===== src/rtl/nfc_pkg.sv =====
// Shared definitions for the NFC command arbiter: FSM state encoding,
// ACG field widths and the values driven to the ACG while nobody owns it.
package nfc_pkg;

    typedef enum logic [1:0] {
        ST_IDLE    = 2'd0,
        ST_GRANT   = 2'd1,
        ST_RELEASE = 2'd2
    } arb_state_e;

    localparam int AcgCmdW     = 8;
    localparam int AcgOptW     = 3;
    localparam int AcgNumDataW = 16;
    localparam int AcgCADataW  = 40;
    localparam int AcgStepW    = 8;

    localparam logic [AcgCmdW-1:0]    AcgIdleCommand  = 8'h00;
    localparam logic [AcgCADataW-1:0] AcgIdleCAData   = 40'h0;
    localparam logic                  AcgIdleCASelect = 1'b1;

endpackage


===== src/rtl/nfc_prio_encoder.sv =====
// Lowest-set-bit priority encoder: one-hot winner, its index, any-hit and
// more-than-one-hit flags.
module nfc_prio_encoder #(
    parameter  int Width = 4,
    localparam int IdxW  = (Width > 1) ? $clog2(Width) : 1
) (
    input  logic [Width-1:0] req_i,
    output logic [Width-1:0] onehot_o,
    output logic [IdxW-1:0]  idx_o,
    output logic             hit_o,
    output logic             multi_o
);

    always_comb begin
        // NOTE: every output gets a default before the loop, so no path can infer a latch.
        onehot_o = '0;
        idx_o    = '0;
        // Scan from the top so the lowest set bit is the last (winning) assignment.
        for (int i = Width - 1; i >= 0; i--) begin
            if (req_i[i]) begin
                onehot_o    = '0;
                onehot_o[i] = 1'b1;
                idx_o       = IdxW'(i);
            end
        end
    end

    assign hit_o   = |req_i;
    assign multi_o = |(req_i & (req_i - Width'(1)));

endmodule


===== src/rtl/nfc_command_arbiter.sv =====
// Grants the shared ACG to one command executor at a time (IDLE/GRANT/RELEASE).
// Optional busy watchdog enabled by defining NFC_ARB_WATCHDOG_EN.
module nfc_command_arbiter
    import nfc_pkg::*;
#(
    parameter int          NumberOfWays   = 4,
    parameter int          NumberOfCmds   = 4,
    parameter int unsigned WatchdogCycles = 32'd1000000
) (
    input  logic                                iSystemClock,
    input  logic                                iReset,
    input  logic                                iCMDValid,
    output logic                                oCMDReady,
    input  logic [NumberOfCmds-1:0]             iCmd_Start,
    input  logic [NumberOfCmds-1:0]             iCmd_LastStep,
    output logic [NumberOfCmds-1:0]             oCmd_CMDValid,
    input  logic [8*NumberOfCmds-1:0]           iCmd_ACG_Command,
    input  logic [3*NumberOfCmds-1:0]           iCmd_ACG_CommandOption,
    input  logic [NumberOfWays*NumberOfCmds-1:0] iCmd_ACG_TargetWay,
    input  logic [16*NumberOfCmds-1:0]          iCmd_ACG_NumOfData,
    input  logic [NumberOfCmds-1:0]             iCmd_ACG_CASelect,
    input  logic [40*NumberOfCmds-1:0]          iCmd_ACG_CAData,
    output logic [8*NumberOfCmds-1:0]           oCmd_ACG_Ready,
    output logic [8*NumberOfCmds-1:0]           oCmd_ACG_LastStep,
    output logic [7:0]                          oACG_Command,
    output logic [2:0]                          oACG_CommandOption,
    output logic [NumberOfWays-1:0]             oACG_TargetWay,
    output logic [15:0]                         oACG_NumOfData,
    output logic                                oACG_CASelect,
    output logic [39:0]                         oACG_CAData,
    input  logic [7:0]                          iACG_Ready,
    input  logic [7:0]                          iACG_LastStep,
    output logic [NumberOfCmds-1:0]             oGrant,
    output logic                                oBusy,
    output logic                                oMultiHit,
    output logic                                oNoHit,
    output logic                                oTimeout
);

    arb_state_e              state_q, state_d;
    logic [NumberOfCmds-1:0] grant_q, grant_d;
    logic                    multi_hit_q, multi_hit_d;
    logic                    no_hit_q, no_hit_d;

    logic [NumberOfCmds-1:0] sel_onehot;
    logic                    sel_hit;
    logic                    sel_multi;
    logic                    accept;
    logic                    wd_expire;

    nfc_prio_encoder #(.Width(NumberOfCmds)) u_prio (
        .req_i    (iCmd_Start),
        .onehot_o (sel_onehot),
        .idx_o    (),
        .hit_o    (sel_hit),
        .multi_o  (sel_multi)
    );

    assign accept = (state_q == ST_IDLE) && iCMDValid && sel_hit;

    always_comb begin
        state_d     = state_q;
        grant_d     = grant_q;
        multi_hit_d = multi_hit_q;
        no_hit_d    = 1'b0;
        unique case (state_q)
            ST_IDLE: begin
                if (accept) begin
                    state_d     = ST_GRANT;
                    grant_d     = sel_onehot;
                    multi_hit_d = multi_hit_q | sel_multi;
                end else if (iCMDValid) begin
                    no_hit_d = 1'b1;
                end
            end
            ST_GRANT: begin
                // Only the owner's LastStep can end the grant.
                if (|(iCmd_LastStep & grant_q) || wd_expire) begin
                    state_d = ST_RELEASE;
                    grant_d = '0;
                end
            end
            default: state_d = ST_IDLE;
        endcase
    end

    always_ff @(posedge iSystemClock) begin
        if (iReset) begin
            state_q     <= ST_IDLE;
            grant_q     <= '0;
            multi_hit_q <= 1'b0;
            no_hit_q    <= 1'b0;
        end else begin
            // NOTE: non-blocking so every register updates from the same pre-edge values.
            state_q     <= state_d;
            grant_q     <= grant_d;
            multi_hit_q <= multi_hit_d;
            no_hit_q    <= no_hit_d;
        end
    end

`ifdef NFC_ARB_WATCHDOG_EN
    logic [31:0] wd_cnt_q, wd_cnt_d;
    logic        timeout_q, timeout_d;

    assign wd_expire = (state_q == ST_GRANT) && (wd_cnt_q == WatchdogCycles - 32'd1);

    always_comb begin
        wd_cnt_d  = wd_cnt_q;
        timeout_d = timeout_q | wd_expire;
        if (accept) begin
            wd_cnt_d = '0;
        end else if (state_q == ST_GRANT) begin
            wd_cnt_d = wd_cnt_q + 32'd1;
        end
    end

    always_ff @(posedge iSystemClock) begin
        if (iReset) begin
            wd_cnt_q  <= '0;
            timeout_q <= 1'b0;
        end else begin
            wd_cnt_q  <= wd_cnt_d;
            timeout_q <= timeout_d;
        end
    end

    assign oTimeout = timeout_q;
`else
    assign wd_expire = 1'b0;
    assign oTimeout  = 1'b0;
`endif

    // ACG mux: idle values unless GRANT, then the owner's slice straight through.
    always_comb begin
        oACG_Command       = AcgIdleCommand;
        oACG_CommandOption = '0;
        oACG_TargetWay     = '0;
        oACG_NumOfData     = '0;
        oACG_CASelect      = AcgIdleCASelect;
        oACG_CAData        = AcgIdleCAData;
        oCmd_ACG_Ready     = '0;
        oCmd_ACG_LastStep  = '0;
        if (state_q == ST_GRANT) begin
            for (int k = 0; k < NumberOfCmds; k++) begin
                if (grant_q[k]) begin
                    oACG_Command       = iCmd_ACG_Command[k*AcgCmdW +: AcgCmdW];
                    oACG_CommandOption = iCmd_ACG_CommandOption[k*AcgOptW +: AcgOptW];
                    oACG_TargetWay     = iCmd_ACG_TargetWay[k*NumberOfWays +: NumberOfWays];
                    oACG_NumOfData     = iCmd_ACG_NumOfData[k*AcgNumDataW +: AcgNumDataW];
                    oACG_CASelect      = iCmd_ACG_CASelect[k];
                    oACG_CAData        = iCmd_ACG_CAData[k*AcgCADataW +: AcgCADataW];
                    oCmd_ACG_Ready[k*AcgStepW +: AcgStepW]    = iACG_Ready;
                    oCmd_ACG_LastStep[k*AcgStepW +: AcgStepW] = iACG_LastStep;
                end
            end
        end
    end

    assign oCMDReady     = (state_q == ST_IDLE);
    assign oCmd_CMDValid = (state_q == ST_IDLE) ? {NumberOfCmds{iCMDValid}} : '0;
    assign oBusy         = (state_q != ST_IDLE);
    assign oGrant        = grant_q;
    assign oMultiHit     = multi_hit_q;
    assign oNoHit        = no_hit_q;

endmodule


===== config.mk =====
export PLATFORM = sky130hd
export DESIGN_NAME = nfc_command_arbiter
export DESIGN_NICKNAME = d
export VERILOG_FILES = /design/src/rtl/nfc_pkg.sv /design/src/rtl/nfc_prio_encoder.sv /design/src/rtl/nfc_command_arbiter.sv
export SDC_FILE = /design/constraint.sdc
export NUM_CORES = 1
export LEC_CHECK = 0
export ABC_AREA = 1
export CORE_AREA = 2 2 180 182
export DETAILED_ROUTE_END_ITERATION = 12
export DIE_AREA = 0 0 182 184
export GPL_TIMING_DRIVEN = 0
export PLACE_DENSITY = 0.39
export SLEW_MARGIN = 30
export SYNTH_ARGS = -nofsm -noshare
export SYNTH_HDL_FRONTEND = slang
export SYNTH_SLANG_ARGS = --single-unit
export TNS_END_PERCENT = 5

===== constraint.sdc =====
create_clock -name iSystemClock -period 1.38 [get_ports iSystemClock]
set_input_delay 0.345 -clock iSystemClock [delete_from_list [all_inputs] [get_ports iSystemClock]]
set_output_delay 0.345 -clock iSystemClock [all_outputs]
set_load 0.02 [all_outputs]

# --- After elaboration in Yosys (flattened, before gate mapping) ---
# Cells that the tools add are included.
word_totals:
  input_bits: 315
  out_inout_bits: 149
  regBits: 8
  word_cells: 76
op_classes:
  addsub: 1
  n_mux: 52
  n_reduce_logical: 12
  eq_ne: 3
  bitwise_logic: 4
ops:
  columns: ["op", "count"]
  rows:
  - ["$mux 40", 5]
  - ["$mux 8", 13]
  - ["$mux 16", 5]
  - ["$mux 32", 2]
  - ["$mux 4", 12]
  - ["$mux 3", 5]
  - ["$reduce_or 4->1", 3]
  - ["$and 4x4->4", 2]
  - ["$pmux 4 s2", 1]
  - ["$mux 1", 6]
  - ["$mux 2", 2]
  - ["$pmux 2 s2", 1]
  - ["$reduce_and 2->1", 2]
  - ["$reduce_bool 2->1", 2]
  - ["$sub 4x1->4 const B", 1]
  - ["$reduce_and 3->1", 1]
  - ["$reduce_or 3->1", 1]
  - ["$eq 2x1->1 const B", 1]
  - ["$logic_and 1x1->1", 2]
  - ["$logic_not 2->1", 1]
  - ["$ne 2x1->1 const B", 1]
  - ["$ne 2x2->1 const B", 1]
  - ["$not 1->1", 1]
  - ["$or 1x1->1", 1]

# --- Logic depth before layout (Yosys ltp) ---
# Gate-level depths: netlist of run 1.
logic_depth:
  depth_word: 6
  mapped_depth: 8
  ltp_nobuf: 8

# --- By module ---
# A second synthesis of run 1 with hierarchy kept.
unflattened:
  cells_unflattened: 644
  hier_area_um2: 3289.4
by_module_without_submodules:
  columns: ["mod", "n_inst", "cells_each", "area_per_inst_um2", "seq_area_each_um2"]
  rows:
  - ["nfc_command_arbiter", 1, 625, 3210.6, 160.2]
  - ["nfc_prio_encoder", 1, 19, 78.8, 0.0]

# --- Worst setup path before layout of run 1 ---
# No wires, ideal clock.
synth_timing:
  kind: "reg2out"
  start: "reg grant_q[1], in the netlist oGrant[1]"
  end: "out oACG_CAData[31]"
  arrival_time_ps: 1553
  t_required_ps: 1035
  n_path_buf: 2
  stages_incl_launch_ff: 7
  setup_slack_ps: -518
  cell_sequence: "dfxtp_1 > buf_2 > buf_2 > a21oi_1 > nand2_1 > o21ai_0 > o21ai_0"
synth_between:
  elab_chain_cells: 4
synth_lines:
  columns: ["element", "line_no", "rtl"]
  rows:
  - ["start, declared", "nfc_command_arbiter.sv:41", "logic [NumberOfCmds-1:0] grant_q, grant_d;"]
  - ["start signal, assigned", "nfc_command_arbiter.sv:96", "grant_q <= grant_d;"]
  - ["$mux 40 (3 in series)", "nfc_command_arbiter.sv:146", "if (grant_q[k]) begin"]
  - ["$mux 40", "nfc_command_arbiter.sv:144", "if (state_q == ST_GRANT) begin"]
  - ["end, declared", "nfc_command_arbiter.sv:30", "output logic [39:0] oACG_CAData,"]
# No other way between the ends.

# --- Final worst setup path of run 1 ---
layout_timing:
  start: "reg grant_q[2], in the netlist oGrant[2]"
  end: "out oACG_Command[5]"
layout_between:
  elab_chain_cells: 3
layout_lines:
  columns: ["element", "line_no", "rtl"]
  rows:
  - ["$mux 8 (2 in series)", "nfc_command_arbiter.sv:146", null]
  - ["$mux 8", "nfc_command_arbiter.sv:144", null]
  - ["end, declared", "nfc_command_arbiter.sv:25", "output logic [7:0] oACG_Command,"]
# No other way between the ends.

==> impl_metrics.py, run 1 <==
metrics = {
    "status": {
        "status": "finished with violations",
        "failed_checks": "setup timing",
    },
    "critical_path": {
        "r2r_setup_slack_ns": -0.13,
        "cpMostUsedCell": "buf_12",
        "critPathBufInv": 6,
        "r2r-start": "oGrant[2]",
        "crit_path_end_kind": "primary output",
        "start_kind": "flip-flop",
        "crit_path_end": "oACG_Command[5]",
        "path_cells": "buf_12 > inv_8 > buf_12 > buf_12 > clkbuf_16 > nand3_4 > o21ai_2 > a21oi_2 > buf_6",
        "slowest_delay_ns": 0.35,
        "path_class": "flip-flop to primary output",
        "r2r_cells": 9,
        "r2r_end": "oGrant[1]",
        "crit_fanout": 7,
        "critPathLaunch": "oGrant[2]",
        "slowest_stage": "dfxtp_4",
        "arrival_ns": 1.65,
        "crit_required_ns": 1.03,
        "cpLargestDelayFamily": "buffers and inverters",
        "path_depth": 9,
    },
    "synth": {
        "yosysSeqAreaShare_pct": 5.309,
        "synth_cells": 639,
        "ys_seq_elements": 8,
        "synthesis.area_um2": 3017,
        "synth_area_per_cell_um2": 4.721,
        "synth.distinct_cells": 20,
        "synth_fp_nets": 954,
        "ys.warnings.count": 0,
    },
    "timing": {
        "clock_skew_ns": 0.005352,
        "layout_setup_ws_ns": -0.6194,
        "finalCriticalPeriod_ns": 1.999,
        "slew_violations": 0,
        "max_freq_ghz": 0.5001,
        "holdWs_ns": 0.4706,
        "setup_viol": 145,
        "fin_tns_setup_ns": -66.38,
        "period_share_pct": 144.9,
        "rsz0062_at_grt": "true",
        "hold_viol_final": 0,
    },
    "drt": {
        "via_count": 6178,
        "dr.pass1.iters": 5,
        "drt-met1-wl_mm": 11.45,
        "wl_met3_mm": 2.150,
        "drc": 0,
        "wl_met2_mm": 15.54,
        "highest_layer": "met4",
        "routed_wl_mm": 29.46,
        "wl_per_cell_um": 19.23,
        "avgViaCountPerCell": 4.033,
        "drt_iter0_markers": 199,
        "ant_nets": 0,
    },
    "grt": {
        "grt_pass1_wl_mm": 39.92,
        "grt_pass1_vias": 6285,
        "overflow": 0,
        "grtUsageTotal_pct": 15.83,
        "antenna_found_initial": 1,
        "grt_max_degree": 11,
    },
    "clock_network": {
        "ctsHoldBuffers": 0,
        "cts.clk_slew.worst_paths_ns": 0.04,
        "cts.sinks": 8,
        "cts.path.max_buffers": 2,
        "clock-root-buffer": "clkbuf_16",
        "cts_inserted_buffers": 3,
        "cts_htree_levels": 1,
        "cts_tree": "done",
        "clkLatencyLatePin_ns": 0.24,
    },
    "pwr": {
        "seqPwrFrac_pct": 7.2,
        "p_sw_share_pct": 39.75,
        "ir_drop_mv": 0.3370,
        "power_w": 0.003663,
        "p_int_w": 0.002207,
        "p_leak_nw": 3.954,
        "power.share.clock_pct": 14.2,
        "p_per_area_nw_per_um2": 394.1,
        "switchingPower_w": 0.001456,
        "combinationalPowerShare_pct": 78.7,
    },
    "floorplan": {
        "die_w_um": 182,
        "start_util_pct": 9.609,
        "rows": 65,
        "dieArea_um2": 33490,
        "die-height_um": 184,
        "io_pins": 464,
        "core_region_area_um2": 31390,
    },
    "finish": {
        "syn_to_final_growth_pct": 208.1,
        "final_cell_mix": "314 x clkdlybuf4s50_1, 177 x nand2_1, 103 x buf_4",
        "layout_commonest_cell": "clkdlybuf4s50_1",
        "final_cell_area_um2": 9295,
        "nets": 1445,
        "drive_above_1_share_pct": 32.24,
    },
    "placement": {
        "io_buffers": 462,
        "post-dp-hpwl_mm": 23.76,
        "dpl-instance-area_um2": 8486,
        "gp_congestion": 0.8290,
    },
    "min_path": {
        "min_path_type": "flip-flop to flip-flop",
    },
    "run": {
        "maxCapViolations": 0,
    },
}
==> sequential cells by signal (all words and copies together), names as in the netlist <==
name and cells:
oGrant 4, oMultiHit 1, oNoHit 1, state_q 2
==> worst min-delay path by stage <==
stage	startpoint	end	slack (ns)	cells past startpoint
global placement	oMultiHit	oMultiHit	0.46	1
global route	oMultiHit	oMultiHit	0.50	1
detailed placement	oMultiHit	oMultiHit	0.46	1
finish	oMultiHit	oMultiHit	0.47	1
floorplan	iReset	oGrant[2]	0.40	1
CTS	oMultiHit	oMultiHit	0.47	1
==> power groups by stage <==
stage	combinational, W	sequential [W]	clock [W]
6_report	0.00288	0.000263	0.000519
5_1_grt	0.00311	0.000264	0.000540
4_1_cts	0.00270	0.000259	0.000522
3_5_place_dp	0.00257	0.000262	0
3_3_place_gp	0.00258	0.000263	0
2_1_floorplan	0.00104	0.000271	0
==> metrics by stage <==
step	setup WS [ns]	std cells	utilization (%)
floorplan	-0.2370	639	-
global placement	-1.298	1503	27.03
detailed placement	-1.301	1503	27.03
CTS	-0.6505	1513	27.83
global route	-0.6880	1531	29.60
finish	-0.6194	1532	29.61
==> area by class of cell <==
type | instances | area (um^2)
diodes | 1 | 2.502
plain buffers | 59 | 693.2
clock buffers | 4 | 78.83
fillers | 3503 | 22100
inverters | 28 | 137.6
multi-input cells | 544 | 2932
flip-flops and latches | 8 | 177.7
well taps | 402 | 503.0
repair buffers | 485 | 4755
repair inverters | 1 | 16.27
==> what timing repair did <==
item / in CTS / in global routing
cloned: 0 / 7
resized for setup: 795 / 118
setup endpoints to repair: 153 / 147
pin swaps: 9 / 8
buffers inserted: 6 / 11
==> synthesized netlist by cell type <==
cell type | count | share of area [%]
a21oi_1 | 76 | 13
buf_2 | 30 | 5.0
buf_4 | 5 | 1.2
buf_6 | 7 | 2.6
clkbuf_1 | 17 | 2.1
conb_1 | 1 | 0.12
dfxtp_1 | 8 | 5.3
inv_1 | 23 | 2.9
inv_2 | 5 | 0.62
nand2_1 | 186 | 23
nand3_1 | 55 | 9.1
nand4_1 | 1 | 0.21
nor2_1 | 75 | 9.3
nor2_4 | 3 | 1.1
nor3_1 | 1 | 0.17
o211ai_1 | 1 | 0.25
o21a_1 | 1 | 0.25
o21ai_0 | 140 | 23
o21ai_1 | 3 | 0.50
o22ai_1 | 1 | 0.21
==> cells by family after synthesis <==
kind of cell           count (synthesis)  synth area share, %
buffers and inverters                 87                14.43
DFF                                    8                5.309
other                                  1               0.1243
AOI/OAI and AO/OA                    222                37.04
and+or+nand+nor                      321                43.09
==> metal layers <==
| metal | vias to the layer above | global-route usage, % |
|---|---|---|
| li1 | 3115 | - |
| met1 | 2752 | 17.34 |
| met2 | 293 | 31.27 |
| met3 | 18 | 3.704 |
| met4 | 0 | 2.290 |
| met5 | - | 0 |
(Power assumes the default switching activity.)
==> inputs of run 2 (changes only) <==
--- a/config.mk
+++ b/config.mk
@@ -6,11 +6,12 @@
 export NUM_CORES = 1
 export LEC_CHECK = 0
 export ABC_AREA = 1
-export CORE_AREA = 2 2 180 182
+export CORE_AREA = 5 5 177 179
+export CTS_CLUSTER_SIZE = 40
 export DETAILED_ROUTE_END_ITERATION = 12
 export DIE_AREA = 0 0 182 184
 export GPL_TIMING_DRIVEN = 0
-export PLACE_DENSITY = 0.39
+export PLACE_DENSITY = 0.41
 export SLEW_MARGIN = 30
 export SYNTH_ARGS = -nofsm -noshare
 export SYNTH_HDL_FRONTEND = slang
==> impl_metrics.py, run 2 (same netlist as run 1, synthesis figures left out) <==
metrics = {
    "clock_network": {
        "cts_tree": "done",
        "cts_inserted_buffers": 3,
        "clkLatencyLatePin_ns": 0.24,
        "cts.clk_slew.worst_paths_ns": 0.04,
        "cts_htree_levels": 1,
        "clock-root-buffer": "clkbuf_16",
        "ctsHoldBuffers": 0,
        "cts.sinks": 8,
        "cts.path.max_buffers": 2,
    },
    "finish": {
        "diodes": 0,
        "nets": 1443,
        "layout_commonest_cell": "clkdlybuf4s50_1",
        "syn_to_final_growth_pct": 208.0,
        "nFillCells": 3272,
        "largest_reg_flops": 4,
        "final_util_pct": 31.60,
        "drive_above_1_share_pct": 32.56,
        "final_cell_mix": "313 x clkdlybuf4s50_1, 174 x nand2_1, 106 x buf_4",
    },
    "critical_path": {
        "arrival_ns": 1.66,
        "crit_path_end_kind": "primary output",
        "slowest_stage": "dfxtp_4",
        "crit_fanout": 7,
        "cpMostUsedCell": "buf_12",
        "path_class": "flip-flop to primary output",
        "crit_required_ns": 1.03,
        "slowest_delay_ns": 0.37,
        "start_kind": "flip-flop",
        "path_cells": "inv_4 > nand2_4 > inv_8 > buf_12 > buf_12 > buf_12 > a21oi_1 > o21ai_2 > buf_2",
    },
    "grt": {
        "grt_pass1_vias": 6479,
        "grtUsageTotal_pct": 16.46,
        "overflow": 0,
        "antenna_found_initial": 0,
        "grt_pass1_wl_mm": 42.28,
        "grt_max_degree": 11,
    },
    "timing": {
        "clock_skew_ns": 0.006179,
        "hold_viol_final": 0,
        "finalCriticalPeriod_ns": 2.006,
        "layout_setup_ws_ns": -0.6256,
        "slew_violations": 0,
        "rsz0062_at_grt": "true",
        "fin_tns_setup_ns": -65.28,
        "holdWs_ns": 0.4764,
        "setup_viol": 147,
        "period_share_pct": 145.3,
        "max_freq_ghz": 0.4986,
    },
    "drt": {
        "dr.pass1.iters": 4,
        "avgViaCountPerCell": 4.078,
        "drt_iter0_markers": 217,
        "via_count": 6187,
        "routed_wl_mm": 29.90,
        "drc": 0,
        "ant_nets": 0,
        "wl_per_cell_um": 19.71,
    },
    "floorplan": {
        "dieArea_um2": 33490,
        "rows": 63,
        "start_util_pct": 10.26,
        "core_region_area_um2": 29400,
        "die-height_um": 184,
        "io_pins": 464,
        "die_w_um": 182,
    },
    "pwr": {
        "p_per_area_nw_per_um2": 398.5,
        "p_leak_nw": 3.982,
        "combinationalPowerShare_pct": 79.2,
        "seqPwrFrac_pct": 7.1,
        "power.share.clock_pct": 13.7,
        "p_int_w": 0.002239,
        "switchingPower_w": 0.001462,
        "ir_drop_mv": 0.4191,
        "power_w": 0.003702,
        "p_sw_share_pct": 39.51,
    },
    "placement": {
        "io_buffers": 462,
        "gp_congestion": 0.8306,
        "post-dp-hpwl_mm": 24.57,
    },
    "status": {
        "failed_checks": "setup timing",
        "status": "finished with violations",
    },
    "min_path": {
        "min_path_type": "flip-flop to flip-flop",
    },
    "run": {
        "maxCapViolations": 0,
    },
}
==> run 2: area by class of cell <==
| type | count | area, um^2 | share of cell area (%) |
|---|---|---|---|
| buffer | 59 | 659.4 | 7.098 |
| clock buffer | 4 | 78.83 | 0.8485 |
| inverter | 28 | 138.9 | 1.495 |
| multi-input combinational | 544 | 2970 | 31.97 |
| sequential | 8 | 176.4 | 1.899 |
| tap | 390 | 488.0 | 5.253 |
| timing repair buffer | 484 | 4778 | 51.43 |
==> run 2: power by group through the flow <==
stage               clock network [W]  registers, W  logic, W
detailed placement                  0      0.000263   0.00257
global route                 0.000532      0.000265   0.00316
global placement                    0      0.000262   0.00258
floorplan                           0      0.000271   0.00104
CTS                          0.000520      0.000262   0.00287
finish                       0.000508      0.000263   0.00293
==> run 2: path summary, 6_finish.rpt <==
| path | start | endpoint | slack [ns] | cells after the start |
|---|---|---|---|---|
| worst min register to register | oMultiHit | oMultiHit | 0.48 | 1 |
| worst max-delay path | oGrant[1] | oACG_Command[7] | -0.63 | 9 |
| worst max register to register | oGrant[2] | oGrant[1] | -0.19 | 9 |
| worst min-delay path | oMultiHit | oMultiHit | 0.48 | 1 |
==> run 2: per-layer routing <==
layer / GRT usage, % / wire length, um / part of all wire, %
met1: 19.18 / 11640 / 39
met2: 30.84 / 15490 / 52
met3: 4.670 / 2430 / 8.1
met4: 1.891 / 342 / 1.1
met5: 0 / 0 / 0
==> run 2: worst max-delay path, delay by kind of cell, from the launching register on <==
family	cells	cell delay [ns]
buffers and inverters	6	0.69
flip-flops	1	0.37
AO/OA/AOI/OAI	2	0.25
AND/OR/NAND/NOR	1	0.08
==> run 2: metrics by stage <==
step,cells,worst slack (ns),instance area [um^2]
after floorplan,639,-0.2370,3358
after detailed placement,1491,-1.312,8471
after CTS,1516,-0.6636,9061
after global routing,1517,-0.6877,9290
after global placement,1491,-1.306,8471
final,1517,-0.6256,9290
==> run 2: what timing repair did <==
action / CTS / global route
pin swaps: 30 / 11
gates cloned: 4 / 0
endpoints found under the setup margin: 154 / 151
buffers inserted: 17 / 1
gates resized for setup: 881 / 107
